**src/rtl/regfile_mp.sv**
```systemverilog
// Multi-port integer register file: NWR write ports, NRD combinational read ports with
// writeback bypass, hardwired x0 and a per-register pending-write scoreboard.
module regfile_mp #(
    parameter int XLEN  = 32,
    parameter int NREGS = 32,
    parameter int NRD   = 2,
    parameter int NWR   = 2,
    localparam int AW   = (NREGS > 1) ? $clog2(NREGS) : 1
) (
    input  logic                i_clk,
    input  logic                i_rst_n,
    input  logic [NRD*AW-1:0]   i_rd_addr,
    output logic [NRD*XLEN-1:0] o_rd_data,
    output logic [NRD-1:0]      o_rd_ready,
    input  logic [NWR-1:0]      i_wr_en,
    input  logic [NWR*AW-1:0]   i_wr_addr,
    input  logic [NWR*XLEN-1:0] i_wr_data,
    input  logic                i_alloc_en,
    input  logic [AW-1:0]       i_alloc_addr,
    input  logic                i_flush,
    output logic [NREGS-1:0]    o_pending
);

    logic [XLEN-1:0]  r_regs [NREGS];
    logic [NREGS-1:0] r_pending;
    logic [NREGS-1:0] w_pending_nxt;

    // Ports are visited in ascending order so the highest-indexed port's NBA lands last.
    always_ff @(posedge i_clk or negedge i_rst_n) begin
        if (!i_rst_n) begin
            for (int r = 0; r < NREGS; r++) r_regs[r] <= '0;
            r_pending <= '0;
        end else begin
            for (int w = 0; w < NWR; w++) begin
                if (i_wr_en[w] && (i_wr_addr[w*AW +: AW] != '0))
                    r_regs[i_wr_addr[w*AW +: AW]] <= i_wr_data[w*XLEN +: XLEN];
            end
            r_pending <= w_pending_nxt;
        end
    end

    // Alloc is applied after the write clears: it is the younger producer.
    always_comb begin
        w_pending_nxt = r_pending;
        if (i_flush) begin
            w_pending_nxt = '0;
        end else begin
            for (int w = 0; w < NWR; w++) begin
                if (i_wr_en[w]) w_pending_nxt[i_wr_addr[w*AW +: AW]] = 1'b0;
            end
            if (i_alloc_en) w_pending_nxt[i_alloc_addr] = 1'b1;
        end
        w_pending_nxt[0] = 1'b0;
    end

    for (genvar p = 0; p < NRD; p++) begin : g_rd
        logic [AW-1:0]   w_ra;
        logic [XLEN-1:0] w_data;
        logic            w_hit;

        assign w_ra = i_rd_addr[p*AW +: AW];

        always_comb begin
            w_data = r_regs[w_ra];
            w_hit  = 1'b0;
            for (int w = 0; w < NWR; w++) begin
                if (i_wr_en[w] && (i_wr_addr[w*AW +: AW] == w_ra) && (w_ra != '0)) begin
                    w_data = i_wr_data[w*XLEN +: XLEN];
                    w_hit  = 1'b1;
                end
            end
        end

        assign o_rd_data[p*XLEN +: XLEN] = i_rst_n ? w_data : '0;
        assign o_rd_ready[p] = !i_rst_n || (w_ra == '0) || w_hit || !r_pending[w_ra];
    end

    assign o_pending = r_pending;

endmodule

```
**config.mk**
```make
export PLATFORM = sky130hd
export DESIGN_NAME = regfile_mp
export DESIGN_NICKNAME = d
export VERILOG_FILES = /design/src/rtl/regfile_mp.sv
export SDC_FILE = /design/constraint.sdc
export NUM_CORES = 2
export LEC_CHECK = 0
export BUFFER_PORTS_ARGS = -buffer_cell sky130_fd_sc_hd__buf_4
export CELL_PAD_IN_SITES_DETAIL_PLACEMENT = 1
export CELL_PAD_IN_SITES_GLOBAL_PLACEMENT = 2
export CORE_MARGIN = 8
export CORE_UTILIZATION = 42
export CTS_CLUSTER_SIZE = 24
export DETAILED_ROUTE_END_ITERATION = 8
export PLACE_DENSITY_LB_ADDON = 0.1
export REMOVE_ABC_BUFFERS = 1
export SYNTH_ARGS = -nofsm -noshare
export SYNTH_HDL_FRONTEND = slang
export SYNTH_SLANG_ARGS = --single-unit
export TNS_END_PERCENT = 10
```
**constraint.sdc**
```tcl
create_clock -name i_clk -period 5.1 [get_ports i_clk]
set_input_delay 1.53 -clock i_clk [delete_from_list [all_inputs] [get_ports i_clk]]
set_output_delay 1.53 -clock i_clk [all_outputs]
set_load 0.03 [all_outputs]
```
# Word level (Yosys, flattened, before mapping)
# Index checks and enable logic that the tools add are counted.
totals:
  wordCells: 130
  ff_bits: 1055
  input_bits: 95
  out_inout_bits: 98
op_classes:
  bitwise_logic: 9
  mux: 40
  n_reduce_logical: 30
  n_eq_ne: 4
  magnitude_cmp: 14
ops:
  columns: ["cell", "count"]
  rows:
  - ["bitwise mux 1024 bit", 2]
  - ["2-to-1 mux 1024 bit", 2]
  - ["2-to-1 mux 32 bit", 18]
  - ["binary-select mux 32 bit (select 5 bit)", 2]
  - ["demux 32 bit (select 5 bit)", 2]
  - ["AND 32 bit", 2]
  - ["inverter 32 bit", 2]
  - ["OR 32 bit", 1]
  - ["less-than comparator 5 x 6 -> 1 bit (second input constant)", 5]
  - ["greater-or-equal comparator 6 bit (second input constant)", 4]
  - ["inverter 5 -> 6 bit", 4]
  - ["== test 5 bit", 4]
  - ["nonzero test 5 bit", 4]
  - ["demux 1 bit (select 5 bit)", 3]
  - ["greater-or-equal comparator 5 x 1 -> 1 bit (second input constant)", 3]
  - ["logical AND 1 bit", 15]
  - ["less-than comparator 6 x 1 -> 1 bit (second input constant)", 2]
  - ["binary-select mux 1 bit (select 5 bit)", 2]
  - ["zero test 5 bit", 2]
  - ["2-to-1 mux 1 bit", 9]
  - ["logical OR 1 bit", 6]
  - ["zero test 1 bit", 3]

# Longest topological paths before layout
logic_depth:
  ltp_word: 14
  depth_mapped: 10
  ltp_nobuf: 5

# Worst setup path before layout
# OpenSTA, ideal clock, no wires.
synth_path:
  path_kind: "input to output"
  start: "input i_rd_addr[9]"
  end: "output o_rd_data[33]"
  slack_ns: -0.259
  t_arrival_ns: 3.829
  n_path_buf: 4
  required_time_ns: 3.570
  path_stages: 9
  cell_sequence: "buf_6 or3_1 buf_6 o311ai_4 or2_1 buf_6 nand3_4 buf_6 o32ai_1"
synth_via:
  elab_chain_cells: 7
  elab_cells_between_ends: 14
  classes_between: "eq/ne (2); mux (6); bitwise (1); reduce/logical (5)"
synth_rtl:
  columns: ["element", "line", "rtl"]
  rows:
  - ["start: declaration", "12", "input logic [NRD*AW-1:0] i_rd_addr,"]
  - ["inverter 5 -> 6 bit (implied by the code)", "64", "w_data = r_regs[w_ra];"]
  - ["binary-select mux 32 bit (select 5 bit)", "64", null]
  - ["2-to-1 mux 32 bit (implied by the code) (2 in a row)", "64", null]
  - ["2-to-1 mux 32 bit", "67", "if (i_wr_en[w] && (i_wr_addr[w*AW +: AW] == w_ra) && (w_ra != '0)) begin"]
  - ["2-to-1 mux 32 bit *", "67", null]
  - ["2-to-1 mux 32 bit *", "74", "assign o_rd_data[p*XLEN +: XLEN] = i_rst_n ? w_data : '0;"]
  - ["end: declaration", "13", "output logic [NRD*XLEN-1:0] o_rd_data,"]
# Every way passes the cells marked *; elsewhere a longest branch is shown, timed or not. The select of a mux whose other input is x is not followed.

# Worst setup path in the final report
layout_path:
  start: "input i_rd_addr[1]"
  end: "output o_rd_data[22]"
# The elaborated chain is that of the path after synthesis.

==> flow_metrics.tcl <==
set metrics [dict create \
    status "complete, but fails checks" \
    violations "negative setup slack" \
    arrival_ns 3.78 \
    rsz0062_at_grt "true" \
    drv_slew 0 \
    synth_edf_count 0 \
    netlist_instances 6652 \
    finalHoldWorstSlack_ns 0.3931 \
    synthTopCellsByArea "dfrtp_1 39%, mux2i_1 17%, mux4_2 14%" \
    start_util_pct 42.15 \
    worstPathMaxFanout 10 \
    power_density_nw_per_um2 378.8 \
    drt_iter0_markers 7214 \
    cts_buffers 135 \
    die_h_um 416.9 \
    grt_pass1_wl_um 484400 \
    comb_power_share_pct 26.5 \
    ant_nets 0 \
    synth_area_sq_um 67520 \
    ys.flop_type "dfrtp_1" \
    p_leak_nw 38.16 \
    synth_top_cell_by_area "dfrtp_1" \
    timing.fmax_ghz 0.1884 \
    grt_max_degree 156 \
    ys_seq_area_share_pct 39.10 \
    drv_cap 0 \
    syn_area_per_cell_sq_um 10.15 \
    insertion_delay_ns 0.78 \
    fin_crit_ns 5.308 \
    setup_viol 66 \
    die-area_sq_um 173800 \
    hold_class "reg -> reg" \
    worst_slew_pin_slew_ns 1.234 \
    io_pins 193 \
    synth.distinct_cells 65 \
    layout_common_cells "1105 x mux2i_1, 1055 x dfrtp_1, 660 x nor2_1" \
    cts_tree "done" \
    routed_wirelength_um 346300 \
    yosys_warnings 0 \
    io_buffers 191 \
    clkTransAtPathRegs_ns 0.06 \
    synthArstFlopShare_pct 100.0 \
    drt-pass1-iter-count 6 \
    fin_worst_skew_ns 0 \
    die_width_um 416.9 \
    seq_area_sq_um 26400 \
    core_area_sq_um 160200 \
    report.power.total_mw 30.75 \
    grt_usage_pct 38.63 \
    drive_gt1_share_pct 25.05 \
    clkPwrFrac_pct 33.2 \
    rows 147 \
    place_hpwl_um 214500 \
    final_common_cell "mux2i_1" \
    cts_root_buf "clkbuf_16" \
    min_period_over_period_pct 104.1 \
    hold_violations 0 \
    p_sw_share_pct 32.35 \
    setup.worst_path.start_class "primary input" \
    p_switching_mw 9.947 \
    cts_num_sinks 1055 \
    cts_buffer_depth 3 \
    grt-ovfl-total 0 \
    wl_per_cell_um 38.55 \
    layout_setup_ws_ns -0.2079 \
    grt_pass1_vias 61642 \
    worstSetupEndpointType "primary output" \
    drc 0 \
    timing.slew.headroom_pct 17.73 \
    antenna_found_initial 19 \
    globalplace.congestion 0.9299 \
    h-tree-depth 4 \
    peakVddDrop_uv 387.3 \
    avgViaCountPerCell 6.818 \
    hold_buffers 0 \
    final_net_count 6802 \
    critical_path_class "in -> out" \
    synth_top_cell_area_share_pct 39.10 \
    vias 61240 \
    syn_to_final_growth_pct 20.22 \
    multi_input_area_sq_um 38840 \
    nFillCells 17071 \
    sequentialPowerShare_pct 40.2 \
    synth_seq_cells 1055 \
    cp_data_required_time_ns 3.57 \
    p_int_mw 20.80 \
]
what timing repair did:
| item | CTS | global route |
|---|---|---|
| setup buffers | 18 | 21 |
| pin swaps | 38 | 23 |
| gates cloned | 5 | 4 |
| setup endpoints to repair | 66 | 66 |
| resized for setup | 218 | 89 |
cell type report:
type	instances	share of cell area, %
inverters	29	0.1341
multi-input cells	4716	47.85
flip-flops and latches	1055	32.52
diodes	11	0.03391
clock buffers	206	5.091
clock inverters	35	0.6196
repair buffers	770	10.42
well taps	2160	3.329
power by group through the flow:
stage	Combinational (mW)	Clock (mW)	Sequential, mW
2_1_floorplan	4.96	0	11.7
3_3_place_gp	7.45	0	12.2
3_5_place_dp	7.71	0	12.4
4_1_cts	7.97	10.3	12.2
5_1_grt	8.75	10.6	12.5
6_report	8.16	10.2	12.4
final timing paths:
kind                                   start            end  slack [ns]  cells after the start
worst min-delay path            r_regs[1007]   r_regs[1007]        0.39                      0
max in group asynchronous            i_rst_n    r_regs[107]        1.92                      4
worst min register to register  r_regs[1007]   r_regs[1007]        0.39                      0
worst max-delay path            i_rd_addr[1]  o_rd_data[22]       -0.21                     11
min in group asynchronous            i_rst_n    r_regs[772]        0.69                      1
worst max register to register   r_regs[844]    r_regs[844]        4.18                      2
cells by family after synthesis:
group | after synthesis | share of synthesized area [%]
XOR/XNOR | 20 | 0.2594
buffers and inverters | 881 | 5.656
AO/OA/AOI/OAI | 1580 | 13.96
multiplexers | 1609 | 31.86
flip-flops | 1055 | 39.10
other | 1 | 0.005554
AND/OR/NAND/NOR | 1506 | 9.166
layer usage:
metal / global-route usage (%) / part of all wire, % / routed length (um)
met3: 8.950 / 8.9 / 30970
met2: 58.64 / 44 / 153900
met1: 50.82 / 40 / 137400
met4: 22.12 / 6.9 / 24010
met5: 0 / 0.0072 / 25
metrics by stage:
stage / utilization (%) / setup WS (ns) / cells / area (sq um) / TNS [ns]
final: 50.67 / -0.2079 / 8982 / 81170 / -7.253
after global placement: 46.49 / -0.9256 / 8683 / 74470 / -18.18
after CTS: 50.23 / -0.1646 / 8947 / 80470 / -5.890
after detailed placement: 46.49 / -0.9273 / 8683 / 74470 / -20.00
after floorplan: - / -1.602 / 5800 / 63810 / -216.31
after global routing: 50.66 / -0.2220 / 8976 / 81160 / -8.683
critical path, cell delays in order:
cell	delay, ns
buf_12	0.13
or3_4	0.42
buf_6	0.14
o311ai_4	0.28
buf_4	0.18
o21a_4	0.17
buf_12	0.20
o21ai_0	0.14
o21ai_2	0.24
buf_4	0.15
buf_4	0.15
sequential cells by signal, indices dropped and copies added (netlist names):
| signal | count |
|---|---|
| r_regs | 1024 |
| o_pending | 31 |
Yosys cell counts (21+ instances only):
cell and number:
mux2i_1 1116, dfrtp_1 1055, nor2_1 694, a21oi_1 624, nand2_1 604, clkbuf_1 600, o21ai_0 487, mux4_2 425
buf_2 130, a22oi_1 122, a32oi_1 114, mux2_2 68, nor3_1 63, buf_1 57, a31oi_1 38, buf_4 38
a221oi_1 30, inv_1 27, buf_6 26, o221ai_1 23, o32ai_1 22, nand3b_1 21, o211ai_1 21
Power figures use the tool's default switching activity.
